--- src/rtl/gray_pkg.sv ---
// Shared definitions for the Gray-code counter slice: default width, range helper,
// the binary-to-Gray mapping and the step operation encoding.
package gray_pkg;

   localparam int unsigned GRAY_W = 4;
   localparam int unsigned MAX_W  = 32;

   typedef enum logic [1:0] {
      OP_HOLD,
      OP_INC,
      OP_DEC,
      OP_LOAD
   } step_op_e;

   function automatic logic [MAX_W-1:0] bin2gray(input logic [MAX_W-1:0] b);
      return b ^ (b >> 1);
   endfunction

   // All-ones value of a w-bit field, clamped to the widest supported counter.
   function automatic logic [MAX_W-1:0] max_of(input int unsigned w);
      logic [MAX_W-1:0] m;
      if (w >= MAX_W) begin
         m = '1;
      end else begin
         m = (MAX_W'(1) << w) - MAX_W'(1);
      end
      return m;
   endfunction

endpackage

--- src/rtl/bin2gray_enc.sv ---
// Combinational binary-to-Gray encoder; each adjacent binary value maps to codes
// that differ in exactly one bit.
module bin2gray_enc #(
   parameter int unsigned WIDTH = 4
) (
   input  logic [WIDTH-1:0] bin,
   output logic [WIDTH-1:0] gray
);

   always_comb begin
      gray = bin ^ (bin >> 1);
   end

endmodule

--- src/rtl/gray_updown_counter.sv ---
// Up/down counter with synchronous load that keeps a binary count and presents a
// registered Gray code, a terminal-count flag and a one-cycle change strobe.
module gray_updown_counter
   import gray_pkg::*;
#(
   parameter int unsigned     WIDTH   = GRAY_W,
   parameter int unsigned     WRAP    = 1,
   parameter logic [WIDTH-1:0] RST_VAL = '0
) (
   input  logic             clk,
   input  logic             rst_n,
   input  logic             en,
   input  logic             up,
   input  logic             load,
   input  logic [WIDTH-1:0] load_val,
   output logic [WIDTH-1:0] g,
   output logic             tc,
   output logic             valid
);

   localparam logic [WIDTH-1:0] MAX      = WIDTH'(max_of(WIDTH));
   localparam logic [WIDTH-1:0] RST_GRAY = WIDTH'(bin2gray(MAX_W'(RST_VAL)));
   localparam logic             DO_WRAP  = (WRAP != 0);

   step_op_e         op;
   logic [WIDTH-1:0] bin;
   logic [WIDTH-1:0] bin_n;
   logic [WIDTH-1:0] g_n;
   logic             tc_n;

   // Load outranks enable; direction only matters for an enabled step.
   always_comb begin
      op = OP_HOLD;
      if (load) begin
         op = OP_LOAD;
      end else if (en) begin
         op = up ? OP_INC : OP_DEC;
      end
   end

   always_comb begin
      bin_n = bin;
      unique case (op)
         OP_LOAD: bin_n = load_val;
         OP_INC: begin
            if (bin != MAX) begin
               bin_n = bin + WIDTH'(1);
            end else begin
               bin_n = DO_WRAP ? '0 : MAX;
            end
         end
         OP_DEC: begin
            if (bin != '0) begin
               bin_n = bin - WIDTH'(1);
            end else begin
               bin_n = DO_WRAP ? MAX : '0;
            end
         end
         default: bin_n = bin;
      endcase
   end

   bin2gray_enc #(
      .WIDTH (WIDTH)
   ) u_enc (
      .bin  (bin_n),
      .gray (g_n)
   );

   // Terminal count follows the direction sampled this cycle, even when holding.
   always_comb begin
      tc_n = up ? (bin_n == MAX) : (bin_n == '0);
   end

   always_ff @(posedge clk or negedge rst_n) begin
      if (!rst_n) begin
         bin   <= RST_VAL;
         g     <= RST_GRAY;
         tc    <= 1'b0;
         valid <= 1'b0;
      end else begin
         bin   <= bin_n;
         g     <= g_n;
         valid <= (g_n != g);
         tc    <= tc_n;
      end
   end

endmodule

--- config.mk ---
export PLATFORM = sky130hd
export DESIGN_NAME = gray_updown_counter
export DESIGN_NICKNAME = d
export VERILOG_FILES = /design/src/rtl/gray_pkg.sv /design/src/rtl/bin2gray_enc.sv /design/src/rtl/gray_updown_counter.sv
export SDC_FILE = /design/constraint.sdc
export NUM_CORES = 1
export LEC_CHECK = 0
export CAP_MARGIN = 5
export CELL_PAD_IN_SITES_DETAIL_PLACEMENT = 1
export CELL_PAD_IN_SITES_GLOBAL_PLACEMENT = 2
export CORE_ASPECT_RATIO = 1.75
export CORE_MARGIN = 3
export CORE_UTILIZATION = 24
export CTS_CLUSTER_DIAMETER = 150
export DETAILED_ROUTE_END_ITERATION = 7
export DONT_BUFFER_PORTS = 1
export GPL_TIMING_DRIVEN = 1
export PLACE_DENSITY_LB_ADDON = 0.1
export SETUP_SLACK_MARGIN = 0.3
export SLEW_MARGIN = 5
export SYNTH_ARGS = -nofsm -noshare
export SYNTH_HDL_FRONTEND = slang
export SYNTH_HIERARCHICAL = 1
export SYNTH_SLANG_ARGS = --single-unit
--- constraint.sdc ---
create_clock -name clk -period 2.1 [get_ports clk]
set_clock_uncertainty 0.1 [all_clocks]
set_input_delay 0.42 -clock clk [delete_from_list [all_inputs] [get_ports clk]]
set_output_delay 0.42 -clock clk [all_outputs]
set_load 0.005 [all_outputs]
## Yosys cells after proc, flatten, opt, wreduce, memory -nomap -nowiden

Index checks and enable logic that the tools add are counted.

- Bitwise logic cells: 1
- Muxes and demuxes: 7
- Add/sub/neg operators: 2
- Reductions and logical operators: 2
- Equal/unequal tests: 6

Operator list:

| cell | count |
|---|---|
| $pmux W4 S3 | 1 |
| $mux W4 | 2 |
| $mux W2 | 3 |
| $add A4 B1 Y4 const B | 1 |
| $eq A2 B2 Y1 const B | 2 |
| $eq A4 B4 Y1 const B | 1 |
| $logic_not A4 Y1 | 1 |
| $ne A4 B4 Y1 | 1 |
| $ne A4 B4 Y1 const B | 1 |
| $reduce_bool A4 Y1 | 1 |
| $sub A4 B1 Y4 const B | 1 |
| $xor A4 B3 Y4 | 1 |
| $eq A2 B1 Y1 const B | 1 |
| $mux W1 | 1 |

- Output and inout port bits: 6
- Word-level logic and storage cells: 22
- Bits of input ports: 9
- Register bits after elaboration: 10

## Depth between registers and ports, before layout

- Depth in word-level cells: 7
- Gate-level depth with buffers: 8
- Depth with buffers taken out: 8

## Cells and area by module

Netlist, hierarchy kept.

By module, submodules not included:

| module | cells each | area an instance (um^2) | seq. area each (um^2) | times used |
|---|---|---|---|---|
| gray_updown_counter | 54 | 588.1 | 250.2 | 1 |
| bin2gray_enc | 4 | 33.8 | 0.0 | 1 |

## Least setup slack after synthesis

OpenSTA, ideal clock, no wires.

- Path kind: register -> register
- From: reg bin[0]
- To: reg valid
- Slack: 0.051 ns
- Stages on the path, launching flop included: 9
- Data required time: 1.867 ns
- Clock period less this slack: 2.049 ns
- Data arrival time: 1.817 ns
- Buffers on the path: 0
- Library setup time: 0.133 ns
- Path through: dfrtp_1 > inv_1 > ha_1 > xnor2_1 > mux2i_1 > o21ai_0 > xor2_1 > xnor2_1 > nand4_1

- Word-level cells in the longest chain between the ends: 5
- Elaborated cells between the ends (all ways): 9
- Those cells by class: 2 x add/sub; 2 x eq/ne; 3 x mux; 1 x bitwise; 1 x reduce/logical

RTL lines:

| item | RTL line | source |
|---|---|---|
| start, declared | gray_updown_counter.sv:26 | `logic [WIDTH-1:0] bin;` |
| start signal, assigned | gray_updown_counter.sv:82 | `bin <= bin_n;` |
| $sub A4 B1 Y4, or another cell as far along | gray_updown_counter.sv:54 | `bin_n = bin - WIDTH'(1);` |
| $mux W4, on equally long branches | gray_updown_counter.sv:53, gray_updown_counter.sv:46 |  |
| $pmux W4 S3 * | gray_updown_counter.sv:43 | `unique case (op)` |
| named net bin_n[1] | gray_updown_counter.sv:27 | `logic [WIDTH-1:0] bin_n;` |
| $xor A4 B3 Y4 * | bin2gray_enc.sv:11 | `gray = bin ^ (bin >> 1);` |
| named net g_n[0] | gray_updown_counter.sv:28 | `logic [WIDTH-1:0] g_n;` |
| $ne A4 B4 Y1 * | gray_updown_counter.sv:84 | `valid <= (g_n != g);` |
| end signal, assigned | gray_updown_counter.sv:84 |  |
| end, declared | gray_updown_counter.sv:18 | `output logic valid` |

The timed path passes the listed nets; every way through them passes the cells marked *.

## Worst setup path after layout

- From: reg bin[1]
- To: reg valid

The elaborated chain is that of the path after synthesis.

==> out/qor.csv <==
stage;metric;value;unit
yosys;async_flop_share;1.00;
sta;tns;0;ns
yosys;syn_nets;69;
yosys;synth_top_family_by_area;simple AND/OR/NAND/NOR gates;
critical_path;crit_type;reg2reg;
floorplanning;die_x;44.5;um
yosys;ys.flop_type;dfrtp_1;
run_status;status;completed;
sta;min_period_over_period;0.956;
critical_path;path_max_fanout;5;
critical_path;arrival;2.01;ns
clock_tree;htreeDepth;1;
global_route;overflow;0;
placement;portBuffers;0;
yosys;synth_cell_types;28;
final_layout;postLayoutCellArea;833;sq um
placement;dpl-instance-area;712;sq um
yosys;synth_edf_count;0;
clock_tree;clock-sinks;10;
global_route;grt.total_usage;0.115;
sta;report.final.slew_viol_count;0;
route;wl_per_cell;17.1;um
final_layout;drive_above_1_share;0.443;
yosys;synth-adder-area-share;0.0402;
power;ir_drop;261;uV
sta;hold_viol;0;
critical_path;r2r_cells;7;
critical_path;worst_setup_path_start_kind;register;
power;power.density;1070;nW/um^2
final_layout;final_common_cell;buf_4;
sta;finalCriticalPeriod;2.01;ns
hold_path;hold_class;in2reg;
sta;rsz0062_at_grt;yes;
sta;setup_viol_count_final;0;
yosys;postSynthAreaPerCell;10.7;sq um
final_layout;finalNetCount;83;
route;vias;492;
sta;worstMarginPinSlew;0.465;ns
global_route;antenna_found_initial;0;
final_layout;antenna_cells;0;
route;routed_wl;1620;um
sta;relSlewSlack;0.689;
route;vias_per_cell;5.18;
placement;hpwl;1320;um
placement;dp_slack;-0.0125;ns
final_layout;stdcell_count;95;
floorplanning;die_area;3260;sq um
global_route;grt_max_degree;13;
floorplanning;core_area;2390;sq um
critical_path;regToRegSetupSlack;0.09;ns
yosys;ys_warn_count;6;
yosys;synth_xor_area_frac;0.127;
global_route;grt_pass1_vias;555;
job;maxCapViolCount;0;
critical_path;cp.required;2.10;ns
yosys;synth_mux_area_frac;0.0342;
sta;fmax;498;MHz
yosys;ys_seq_area_frac;0.402;
yosys;synth-simple-area-share;0.195;
critical_path;crit_end;valid;
final_layout;mostFrequentLayoutCells;11 x buf_4, 8 x dfrtp_1, 5 x xnor2_1;
sta;worst_slack;0.0921;ns
critical_path;r2r-start;bin[1];
placement;place.gp.congestion;0.722;
sta;timing.hold.ws;0.349;ns
floorplanning;start_util;0.260;
floorplanning;die_h;73.3;um
clock_tree;root_buffer;clkbuf_8;
clock_tree;clk-insertion-delay-late;0.23;ns
power;p_total;0.891;mW
yosys;synth-compound-area-share;0.155;
critical_path;crit_path_start;bin[1];
placement;place_inst;88;
clock_tree;clkTransAtPathRegs;0.04;ns
global_route;grt_pass1_wl;2590;um
route;initialDrtViolationCount;3;
final_layout;area_growth;34.0;%
critical_path;crit_path_end_kind;register;
final_layout;postLayoutCoreUtil;0.349;
floorplanning;rows;23;
yosys;syn_area;622;sq um
route;antenna_left;0;
floorplanning;io_pins;15;
critical_path;worst_r2r_endpoint;valid;
route;drc;0;
yosys;ys_ff_latch;10;
power;p_leak;0.332;nW
clock_tree;cts_made_buffers;3;
final_layout;fillers;270;
yosys;syn_inst;58;
clock_tree;cts_tree;built;
route;dr.pass1.iters;2;
clock_tree;cts_max_path_buffers;2;
## worst min-delay path by stage
stage	start	endpoint	slack (ns)	depth (start not counted)
after floorplan	rst_n	bin[0]	0.02	0
after global placement	rst_n	g[3]	0.02	0
after detailed placement	rst_n	g[3]	0.02	0
after CTS	load	bin[1]	0.33	2
after global routing	load	bin[1]	0.36	2
final	load	bin[1]	0.35	2
## sequential cells by signal, summed over array words and instances (netlist names)
| signal | cells |
|---|---|
| bin | 4 |
| g | 4 |
| tc | 1 |
| valid | 1 |
## final cells by class
| class | count | area [sq um] | share of cell area |
|---|---|---|---|
| Tap cell | 25 | 31.3 | 0.0375 |
| Sequential cell | 10 | 253 | 0.303 |
| Clock buffer | 3 | 41.3 | 0.0495 |
| Timing Repair Buffer | 12 | 92.6 | 0.111 |
| Multi-Input combinational cell | 42 | 404 | 0.485 |
| Inverter | 3 | 11.3 | 0.0135 |
## worst max-delay path, cell delays in order, from the launching register on
cell and delay, ns:
dfrtp_2 0.40, inv_2 0.07, ha_4 0.16, mux2_4 0.28
o311ai_4 0.40, xor2_2 0.20, xnor2_1 0.15, nand4_1 0.11
## repair_timing
item                                    CTS  global route
endpoints found under the hold margin    10             0
gates resized for setup                   3             8
setup buffers                             1             2
endpoints found under the setup margin    4             5
gates cloned                              0             0
pin swaps                                 6             6
hold buffers                              1             0
## cells in the mapped netlist, types with 2 or more instances
| master | number | area, sq um |
|---|---|---|
| inv_1 | 3 | 11.3 |
| a21oi_1 | 2 | 10.0 |
| nor2_1 | 3 | 11.3 |
| nand3_1 | 4 | 20.0 |
| nand2_1 | 3 | 11.3 |
| xnor2_1 | 5 | 43.8 |
| nor3b_1 | 3 | 22.5 |
| dfrtp_1 | 10 | 250 |
| nand4b_1 | 2 | 17.5 |
| xor2_1 | 4 | 35.0 |
| ha_1 | 2 | 25.0 |
## cells by family (layout without fill, tap and decap cells)
logic type	Yosys count	in the layout
AND/OR/NAND/NOR	19	19
AO/OA/AOI/OAI	10	10
flip-flops	10	10
XOR/XNOR	9	9
buffers and inverters	6	18
adder cells (fa/ha/maj)	2	2
multiplexers	2	2
## report_power, final
part           total (mW)  switching [mW]  internal, mW
combinational       0.394           0.180         0.214
sequential          0.307          0.0558         0.252
clock               0.190          0.0657         0.125
## routing by layer
layer  wire length, um  GRT usage  vias up
met4                46     0.0705        0
met5                 0          0        -
met2               929      0.203       17
met1               569      0.114      241
met3                78     0.0294        5
li1                  -          -      229
Note: power is estimated with default switching activity, not from simulation.
